File: src/rtl/pwm_pkg.sv
// pwm_pkg: shared constants and state type for the PWM generator.
// Holds default counter/dead-time widths and the IDLE/RUN state encoding.
package pwm_pkg;

  localparam int PWM_WIDTH    = 16;
  localparam int PWM_DT_WIDTH = 8;

  typedef enum logic {
    IDLE = 1'b0,
    RUN  = 1'b1
  } pwm_state_t;

endpackage

File: src/rtl/pwm_deadtime.sv
// pwm_deadtime: complementary output pair with dead-time insertion.
// Ports: i_clk, i_rst (sync, active-high), i_en (generator running),
//   i_raw_next (raw PWM level about to be registered), i_deadtime,
//   o_pwm / o_pwm_n (registered, never high together).
module pwm_deadtime
  import pwm_pkg::*;
#(
  parameter int DT_WIDTH = PWM_DT_WIDTH
) (
  input  logic                i_clk,
  input  logic                i_rst,
  input  logic                i_en,
  input  logic                i_raw_next,
  input  logic [DT_WIDTH-1:0] i_deadtime,
  output logic                o_pwm,
  output logic                o_pwm_n
);

  logic                lvl;
  logic                chg;
  logic [DT_WIDTH-1:0] dcnt;
  logic [DT_WIDTH-1:0] dcnt_next;
  logic                open;

  // Any raw edge (re)starts the blanking window; outputs follow the
  // raw level only once the window has fully drained.
  always_comb begin
    chg = (i_raw_next != lvl);
    dcnt_next = '0;
    if (chg) begin
      dcnt_next = i_deadtime;
    end else if (dcnt != '0) begin
      dcnt_next = dcnt - DT_WIDTH'(1);
    end
    open = (dcnt_next == '0);
  end

  always_ff @(posedge i_clk) begin
    if (i_rst) begin
      lvl     <= 1'b0;
      dcnt    <= '0;
      o_pwm   <= 1'b0;
      o_pwm_n <= 1'b0;
    end else begin
      lvl     <= i_raw_next;
      dcnt    <= dcnt_next;
      o_pwm   <= open && i_raw_next;
      // Low side stays off while the generator is idle.
      o_pwm_n <= open && i_en && !i_raw_next;
    end
  end

endmodule

File: src/rtl/pwm_core.sv
// pwm_core: tick-enabled PWM generator with double-buffered period/duty.
// Ports: i_clk, i_rst (sync, active-high), i_tick (count enable),
//   i_load/i_period/i_duty/o_load_ack (settings handshake),
//   o_period_end (wrap strobe), o_pwm (registered PWM).
// Macro PWM_COMPL_EN adds i_deadtime and o_pwm_n (dead-time pair).
module pwm_core
  import pwm_pkg::*;
#(
  parameter int WIDTH = PWM_WIDTH
`ifdef PWM_COMPL_EN
  ,
  parameter int DT_WIDTH = PWM_DT_WIDTH
`endif
) (
  input  logic             i_clk,
  input  logic             i_rst,
  input  logic             i_tick,
  input  logic             i_load,
  input  logic [WIDTH-1:0] i_period,
  input  logic [WIDTH-1:0] i_duty,
  output logic             o_load_ack,
  output logic             o_period_end,
  output logic             o_pwm
`ifdef PWM_COMPL_EN
  ,
  input  logic [DT_WIDTH-1:0] i_deadtime,
  output logic                o_pwm_n
`endif
);

  pwm_state_t state;
  pwm_state_t state_next;

  logic [WIDTH-1:0] cnt;
  logic [WIDTH-1:0] cnt_next;
  logic [WIDTH-1:0] per;
  logic [WIDTH-1:0] per_next;
  logic [WIDTH-1:0] duty;
  logic [WIDTH-1:0] duty_next;
  logic [WIDTH-1:0] pper;
  logic [WIDTH-1:0] pduty;
  logic             pv;
  logic             ack;
  logic             wrap;
  logic             xfer;
  logic             raw_next;

  always_comb begin
    ack  = i_load && !pv && !i_rst;
    // per is never 0 in RUN, so per-1 cannot underflow here.
    wrap = (state == RUN) && i_tick &&
           (cnt == per - WIDTH'(1));
    xfer = pv && ((state == IDLE) || wrap);

    cnt_next   = cnt;
    per_next   = per;
    duty_next  = duty;
    state_next = state;

    if (xfer) begin
      cnt_next   = '0;
      per_next   = pper;
      duty_next  = pduty;
      state_next = (pper != '0) ? RUN : IDLE;
    end else if (wrap) begin
      cnt_next = '0;
    end else if ((state == RUN) && i_tick) begin
      cnt_next = cnt + WIDTH'(1);
    end

    // Output is computed from next-state values so it moves on the
    // same edge as the counter it reflects.
    raw_next = (state_next == RUN) && (cnt_next < duty_next);
  end

  assign o_load_ack = ack;

  always_ff @(posedge i_clk) begin
    if (i_rst) begin
      state        <= IDLE;
      cnt          <= '0;
      per          <= '0;
      duty         <= '0;
      pper         <= '0;
      pduty        <= '0;
      pv           <= 1'b0;
      o_period_end <= 1'b0;
    end else begin
      state        <= state_next;
      cnt          <= cnt_next;
      per          <= per_next;
      duty         <= duty_next;
      o_period_end <= wrap;
      if (xfer) begin
        pv <= 1'b0;
      end else if (ack) begin
        pv <= 1'b1;
      end
      if (ack) begin
        pper  <= i_period;
        pduty <= i_duty;
      end
    end
  end

`ifdef PWM_COMPL_EN
  pwm_deadtime #(
    .DT_WIDTH(DT_WIDTH)
  ) u_dt (
    .i_clk     (i_clk),
    .i_rst     (i_rst),
    .i_en      (state_next == RUN),
    .i_raw_next(raw_next),
    .i_deadtime(i_deadtime),
    .o_pwm     (o_pwm),
    .o_pwm_n   (o_pwm_n)
  );
`else
  always_ff @(posedge i_clk) begin
    if (i_rst) begin
      o_pwm <= 1'b0;
    end else begin
      o_pwm <= raw_next;
    end
  end
`endif

endmodule

File: config.mk
export PLATFORM = sky130hd
export DESIGN_NAME = pwm_core
export DESIGN_NICKNAME = d
export VERILOG_FILES = /design/src/rtl/pwm_pkg.sv /design/src/rtl/pwm_deadtime.sv /design/src/rtl/pwm_core.sv
export SDC_FILE = /design/constraint.sdc
export NUM_CORES = 1
export LEC_CHECK = 0
export CORE_MARGIN = 5
export CORE_UTILIZATION = 34
export DETAILED_ROUTE_END_ITERATION = 10
export PLACE_DENSITY = 0.63
export SYNTH_ARGS = -nofsm -noshare
export SYNTH_HDL_FRONTEND = slang
export SYNTH_SLANG_ARGS = --single-unit
export TNS_END_PERCENT = 100
File: constraint.sdc
create_clock -name i_clk -period 7.7 [get_ports i_clk]
set_input_delay 1.54 -clock i_clk [delete_from_list [all_inputs] [get_ports i_clk]]
set_output_delay 1.54 -clock i_clk [all_outputs]
set_load 0.01 [all_outputs]
==> results of run 1 <==
-- per-stage QoR --
stage | utilization, % | power, mW | hold slack (ps)
final | 39.4 | 1.08 | 481
after global routing | 39.4 | 1.13 | 500
after CTS | 39.4 | 1.09 | 483
after detailed placement | 37.4 | 0.657 | 470
after global placement | 37.4 | 0.652 | 473
after floorplan | - | 0.604 | 450
-- critical path, cell delays in order --
cell and delay [ps]:
clkdlybuf4s50_1 510, nand2_1 100, a2111oi_0 560, o2111ai_1 190, nor3_1 260, and4_1 750, o211ai_1 190, and2_1 190
ha_1 290, nand4_1 130, or2_2 340, a2111oi_0 600, o21ai_0 230, mux2i_1 200, nor4_1 60
-- registers in the layout (all words and copies together) (netlist names) --
signal        count
per              16
duty             16
o_period_end      1
state             1
pv                1
pduty            16
o_pwm             1
pper             16
cnt              16
-- cell families after synthesis --
family,count (synthesis),share of synthesized area (%)
compound gates,155,20.6
xor+xnor,35,6.14
fa+ha+maj,17,4.26
buf+inv,63,5.31
flops,84,33.7
mux,3,0.601
simple gates,269,29.5
-- per-layer routing --
| layer | vias to the layer above | routed length, µm | share of wire [%] | GRT usage, % |
|---|---|---|---|---|
| li1 | 2253 | - | - | - |
| met1 | 2107 | 6230 | 51 | 20.1 |
| met2 | 104 | 5260 | 43 | 21.3 |
| met3 | 14 | 519 | 4.2 | 3.10 |
| met4 | 0 | 204 | 1.7 | 4.39 |
| met5 | - | 0 | 0 | 0 |
-- layout make-up --
cell class | count | area, µm²
Tap cell | 184 | 230
Clock inverter | 5 | 62.6
Clock buffer | 11 | 233
Multi-Input combinational cell | 479 | 3050
Sequential cell | 84 | 1680
Inverter | 6 | 22.5
Fill cell | 1435 | 8770
Timing Repair Buffer | 44 | 420
-- report_power, final --
part / leakage, nW / internal [mW] / switching [mW]
clock: 0.136 / 0.253 / 0.181
combinational: 1.18 / 0.0751 / 0.0974
sequential: 0.685 / 0.456 / 0.0208
total: 2.00 / 0.784 / 0.299
-- worst paths after layout --
| check | from | to | slack, ps |
|---|---|---|---|
| max reg2reg | per[0] | o_pwm | 2340 |
| max | i_tick | o_pwm | 1750 |
| min | pduty[15] | pduty[15] | 480 |
| min reg2reg | pduty[15] | pduty[15] | 480 |
-- placed cells by master, fill, tap and decap left out, types with 2 or more instances in the layout --
cell type / instances
dfxtp_1: 83
nand2_1: 68
nor2_1: 46
clkdlybuf4s50_1: 37
o21ai_0: 35
nand2b_1: 33
a31oi_1: 32
a21oi_1: 22
xnor2_1: 18
and2_1: 17
xor2_1: 17
o311ai_1: 17
ha_1: 17
o211ai_1: 16
nor2b_1: 16
nor3_1: 15
nor3b_1: 13
nand4b_1: 13
nand4_1: 9
nand3_1: 9
clkbuf_16: 9
a21o_1: 8
nor4_1: 7
inv_1: 6
a211oi_1: 6
buf_4: 6
or3_1: 4
or4_1: 4
and3_1: 4
and4_1: 3
a2111oi_0: 3
a311oi_1: 3
mux2i_1: 3
or2_2: 2
o221ai_1: 2
clkinvlp_4: 2
clkbuf_1: 2
clkinv_4: 2
==> run metrics, run 1 <==
Area growth syn-to-layout=14.2%; final setup violation count=0; clk slew on worst S/H paths=60 ps; Post-CTS Repair Setup Buffers=0; Lkg Pwr=2.00 nW; HPWL Detailed=8.52 mm; Critical Path RT=7890 ps; Final Non-Filler Cells=813; vias per cell=5.51; DRT Pass-1 Iters=5; ys async rst share=0%; root buf cell=clkbuf_16; Syn Inst Count=626; critical setup path kind=in2reg; TritonCTS Sinks=84; gr ovfl total=0; Hold Vio Cnt, Final=0; Die W=131 µm; Reg2Reg Depth=16; synth unique cells=53; Synth Area per Inst=7.98 µm²; PortBufs=38; top post-synthesis cells by area=dfxtp_1, nand2_1, ha_1; worst setup margin=1750 ps; largest fanout on the critical path=19; Num CTS Buffers=9; final slew viol count=0; drt wl/cell=15.0 µm; fin crit period=5950 ps; Post-Layout Inst Area=5710 µm²; area share of the largest cell type after synthesis=33.7%; RSZ-0062 raised after global routing=false; Post-DP Area=5410 µm²; status=completed; crit path DAT=6140 ps; Resized cells post-CTS=0; die area=17200 µm²; post-synthesis sequential area ratio=33.7%; crit end category=flop; area leader, netlist=dfxtp_1; Max Fclk=168 MHz; Initial Util=34.5%; n_diodes=0; synthesized area=5000 µm²; final setup TNS=0 ps; hold depth=2; vias in the first global route=4199; Post-synth top flop=dfxtp_1; first-pass GRT wire length=20.7 mm; io pins=39; count leader, synth=dfxtp_1; initial antenna violation count=0; Rows=44; Die Height=131 µm; core area=14500 µm²; Cell Pwr Density=190 nW/µm²; clk buf depth=2; leading cell types by count after synthesis=dfxtp_1, nand2_1, nor2_1, clkbuf_1, o21ai_0; antenna-violating nets left=0; pin count of the biggest net entering global routing=106; max_cap viols=0; layout net count=677; vias post-DR=4478; fraction of layout cells with a size suffix above 1=5.25%; Max-Slew Margin vs Limit=38.5%; cts hold-fix bufs=0; final weighted congestion in routability-driven placement=0.894; Residual DRC=0; final setup skew=10.6 ps; peak supply drop=0.141 mV; H-tree Lvls=3; DR iter-0 viols=272; HP Class=reg2reg; Worst-Skew Late Latency=350 ps; number of enable flip-flop cells after synthesis=0; Period Utilization, post-route=77.3%; startpoint types=input pin; Synthesized Nets=679; Total Wirelength=12.2 mm; GRT Total Usage=14.1%; Yosys reg bits=84; CTS tree=done; Worst Max-Slew Pin Slew=922 ps; Syn. warnings=0; Inst Count DP=797; Post-Place Setup Slack=1540 ps
Power figures use the tool's default switching activity.
==> run 2: changes to the inputs <==
--- a/config.mk
+++ b/config.mk
@@ -8,7 +8,7 @@
 export CORE_MARGIN = 5
 export CORE_UTILIZATION = 34
 export DETAILED_ROUTE_END_ITERATION = 10
-export PLACE_DENSITY = 0.63
+export PLACE_DENSITY = 0.65
 export SYNTH_ARGS = -nofsm -noshare
 export SYNTH_HDL_FRONTEND = slang
 export SYNTH_SLANG_ARGS = --single-unit
==> constraint.sdc (replaced) <==
create_clock -name i_clk -period 5.4 [get_ports i_clk]
set_input_delay 1.08 -clock i_clk [delete_from_list [all_inputs] [get_ports i_clk]]
set_output_delay 1.08 -clock i_clk [all_outputs]
set_load 0.01 [all_outputs]
==> run metrics, run 2 (synthesized netlist as in run 1, its figures left out) <==
drt wl/cell=15.4 µm; Worst R2R End=o_pwm; Layout Utilization=40.0%; status=completed; Max-Slew Margin vs Limit=40.6%; Hold Vio Cnt, Final=0; Initial Util=34.5%; Die W=131 µm; Worst Max-Slew Pin Slew=891 ps; crit path DAT=5220 ps; GRT Total Usage=14.4%; HPWL Detailed=8.87 mm; pin count of the biggest net entering global routing=105; H-tree Lvls=3; Worst setup startpoint=i_tick; crit end category=flop; core area=14500 µm²; max_cap viols=0; antenna-violating nets left=0; vias post-DR=4497; critical setup path kind=in2reg; Reg2Reg Depth=16; register-to-register setup slack=680 ps; Rows=44; switching fraction of total power=25.6%; root buf cell=clkbuf_16; commonest non-fill, non-tap cell in the layout=dfxtp_1; clk slew on worst S/H paths=60 ps; Psw=0.422 mW; layout net count=681; vias per cell=5.50; Pint=1.23 mW; Worst-Skew Late Latency=340 ps; clock share of power=43.8%; startpoint types=input pin; Residual DRC=0; Cell Pwr Density=285 nW/µm²; Area growth syn-to-layout=15.9%; Final Non-Filler Cells=817; crit path capture=o_pwm; largest fanout on the critical path=9; most frequent cells in the layout=dfxtp_1, nand2_1, nor2_1, clkdlybuf4s50_1, o21ai_0; cts hold-fix bufs=0; Num CTS Buffers=9; share of power burned in registers=41.7%; TritonCTS Sinks=84; io pins=39; Die Height=131 µm; die area=17200 µm²; fraction of layout cells with a size suffix above 1=6.00%; PortBufs=38; DR iter-0 viols=306; Logic pwr share=14.5%; HP Class=reg2reg; Critical Path RT=5580 ps; Inst Count DP=801; Lkg Pwr=2.05 nW; Total Wirelength=12.6 mm; n_diodes=0; Max Fclk=199 MHz; final setup skew=5.66 ps; DRT Pass-1 Iters=4; CTS tree=done; peak supply drop=0.174 mV; RSZ-0062 raised after global routing=false; r2r startpoint=per[0]; final weighted congestion in routability-driven placement=0.912; Resized cells post-CTS=0; Post-CTS Repair Setup Buffers=0; final setup TNS=0 ps; gr ovfl total=0; clk buf depth=2; Period Utilization, post-route=93.3%; first-pass GRT wire length=21.2 mm; initial antenna violation count=0; vias in the first global route=4239; Worst Hold Slack=477 ps; fin crit period=5040 ps; final slew viol count=0; final setup violation count=0
run 2: cell types whose count changed in the layout (fill, tap and decap cells not counted), sizes merged:
cell	previous run	this run
inv	6	7
clkinvlp	2	0
bufinv	1	3
clkinv	2	1
buf	7	11
run 2: worst min-delay path by stage:
stage | slack (ps) | end | from | cells after the start
floorplan | 450 | pduty[10] | pduty[10] | 2
global placement | 470 | pduty[14] | pduty[14] | 2
detailed placement | 470 | pduty[11] | pduty[11] | 2
CTS | 480 | pduty[14] | pduty[14] | 2
global route | 510 | pduty[14] | pduty[14] | 2
finish | 480 | pduty[14] | pduty[14] | 2
run 2: worst max-delay path, stage by stage:
cell,delay (ps)
clkdlybuf4s50_1,520
nand2_1,100
a2111oi_0,510
o2111ai_1,200
nor3_1,270
and4_1,480
o211ai_1,160
and2_1,190
ha_1,290
nand4_1,130
or2_2,330
a2111oi_0,540
o21ai_0,170
mux2i_1,170
nor4_1,60
run 2: per-stage QoR:
step	instance area [µm²]	power [mW]	setup WS (ps)
finish	5790	1.65	363
global route	5790	1.71	15.4
CTS	5790	1.66	433
detailed placement	5440	0.937	97.0
global placement	5440	0.932	190
floorplan	5000	0.861	1090
run 2: power by group through the flow:
stage / clock network (mW) / logic [mW] / registers, mW
6_report: 0.721 / 0.239 / 0.687
5_1_grt: 0.757 / 0.265 / 0.692
4_1_cts: 0.730 / 0.239 / 0.687
3_5_place_dp: 0 / 0.237 / 0.700
3_3_place_gp: 0 / 0.233 / 0.699
2_1_floorplan: 0 / 0.181 / 0.681
run 2: per-layer routing:
layer	wire length (µm)	share of wire (%)	GRT usage, %
met2	5910	47	22.9
met1	5980	48	19.6
met5	0	0	0
met4	161	1.3	4.79
met3	521	4.1	2.48
run 2: final cells by class:
class / instances / area [µm²]
clock buffer: 11 / 243
clock inverter: 5 / 108
fill: 1430 / 8690
inverter: 6 / 22.5
multi-input combinational: 479 / 3050
sequential: 84 / 1680
tap: 184 / 230
timing repair buffer: 48 / 450
==> run 3: changes to the inputs <==
--- a/config.mk
+++ b/config.mk
@@ -6,9 +6,10 @@
 export NUM_CORES = 1
 export LEC_CHECK = 0
 export CORE_MARGIN = 5
-export CORE_UTILIZATION = 34
+export CORE_UTILIZATION = 40
 export DETAILED_ROUTE_END_ITERATION = 10
-export PLACE_DENSITY = 0.65
+export GPL_TIMING_DRIVEN = 0
+export PLACE_DENSITY = 0.72
 export SYNTH_ARGS = -nofsm -noshare
 export SYNTH_HDL_FRONTEND = slang
 export SYNTH_SLANG_ARGS = --single-unit
==> run metrics, run 3 (synthesized netlist as in run 1, its figures left out) <==
Post-CTS Repair Setup Buffers=0; DRT Pass-1 Iters=5; fraction of layout cells with a size suffix above 1=6.03%; Critical Path RT=5590 ps; largest fanout on the critical path=10; H-tree Lvls=3; Max Fclk=202 MHz; Resized cells post-CTS=0; clk buf depth=2; CP max-delay cell=clkdlybuf4s50_1; Critical Path, Cell by Cell=clkdlybuf4s50_1, nand2_1, a2111oi_2, o2111ai_1, nor3_1, nand4_1, buf_2, nand2_1, buf_2, nor2_1, ha_1, nand4_1, or2_2, a2111oi_2, o21ai_0, mux2i_1, nor4_1; clk slew on worst S/H paths=60 ps; final setup skew=9.80 ps; layout net count=728; vias post-DR=4880; GRT Total Usage=19.3%; critical setup path kind=in2reg; CP peak stage delay=540 ps; Die W=122 µm; register-to-register setup slack=740 ps; max_cap viols=0; Reg2Reg Depth=20; die area=14800 µm²; PortBufs=38; hold depth=2; Worst R2R End=o_pwm; Rows=40; worst setup margin=451 ps; FILL cells=1179; most frequent cells in the layout=dfxtp_1, nand2_1, nor2_1, clkbuf_1, clkdlybuf4s50_1; Post-Place Setup Slack=-200 ps; first-pass GRT wire length=23.1 mm; commonest non-fill, non-tap cell in the layout=dfxtp_1; io pins=39; Inst Count DP=832; HP Class=reg2reg; DR iter-0 viols=384; cts hold-fix bufs=0; vias in the first global route=4841; root buf cell=clkbuf_16; Max-Slew Margin vs Limit=55.2%; Residual DRC=0; WHS Endpoint=pduty[13]; Cell Pwr Density=281 nW/µm²; final slew viol count=0; crit end category=flop; status=completed; Final Non-Filler Cells=848; Initial Util=41.3%; Die Height=122 µm; vias per cell=5.75; gr ovfl total=0; n_diodes=0; hold_sp=pduty[13]; core area=12100 µm²; Period Utilization, post-route=91.7%; TritonCTS Sinks=84; Hold Vio Cnt, Final=0; Num CTS Buffers=9; Worst-Skew Late Latency=340 ps; fin crit period=4950 ps; Layout Utilization=49.1%; pin count of the biggest net entering global routing=16; initial antenna violation count=0; crit path DAT=5140 ps; antenna-violating nets left=0; CTS tree=done; final setup violation count=0; r2r startpoint=per[0]; final weighted congestion in routability-driven placement=0.906; startpoint types=input pin; Lkg Pwr=2.10 nW; HPWL Detailed=10.5 mm; Worst Max-Slew Pin Slew=672 ps; RSZ-0062 raised after global routing=false; Area growth syn-to-layout=19.0%; Total Wirelength=14.2 mm; drt wl/cell=16.7 µm; peak supply drop=0.192 mV
==> run 3: cell count changes in the layout (fill, tap and decap cells not counted), sizes merged <==
cell | previous run | this run
buf | 11 | 13
clkdlybuf4s50 | 37 | 38
clkbuf | 11 | 53
clkinvlp | 0 | 2
inv | 7 | 8
clkinv | 1 | 0
==> run 3: layer usage <==
metal | track usage [%] | routed length, µm | vias to the layer above | part of all wire, %
met5 | 0 | 0 | - | 0
met3 | 2.37 | 671 | 31 | 4.7
met4 | 8.75 | 410 | 0 | 2.9
met2 | 33.1 | 6740 | 183 | 48
li1 | - | - | 2369 | -
met1 | 24.1 | 6350 | 2297 | 45
==> run 3: final cells by class <==
type / instances / area, µm² / share of cell area (%)
tap: 168 / 210 / 3.53
clock inverter: 7 / 123 / 2.06
timing repair buffer: 38 / 380 / 6.40
inverter: 6 / 22.5 / 0.379
sequential: 84 / 1680 / 28.3
multi-input combinational: 479 / 3060 / 51.5
clock buffer: 9 / 225 / 3.79
buffer: 57 / 243 / 4.08
==> run 3: how the worst max path moves through the flow <==
stage	startpoint	to	cells past startpoint
finish	i_tick	o_pwm	17
CTS	i_tick	o_pwm	17
floorplan	i_tick	o_pwm	16
global route	i_tick	o_pwm	17
detailed placement	i_tick	o_pwm	17
global placement	i_tick	o_pwm	17
==> run 3: critical path, delay by kind of cell <==
family,cells,cell delay (ps)
AND/OR/NAND/NOR,8,1500
buffers and inverters,3,1040
AO/OA/AOI/OAI,4,1030
adder cells (fa/ha/maj),1,300
multiplexers,1,190
==> run 3: metrics by stage <==
step / hold slack (ps) / total power [mW] / setup TNS (ps) / instance area, µm²
after floorplan: 450 / 0.861 / 0 / 5000
after global placement: 463 / 0.943 / -169 / 5590
after detailed placement: 468 / 0.952 / -200 / 5590
after CTS: 483 / 1.67 / 0 / 5930
after global routing: 500 / 1.73 / 0 / 5950
final: 481 / 1.67 / 0 / 5950
==> run 3: power by group <==
part           total (mW)  internal (mW)  switching, mW
combinational       0.274          0.115          0.158
sequential          0.675          0.650         0.0253
clock               0.724          0.455          0.269
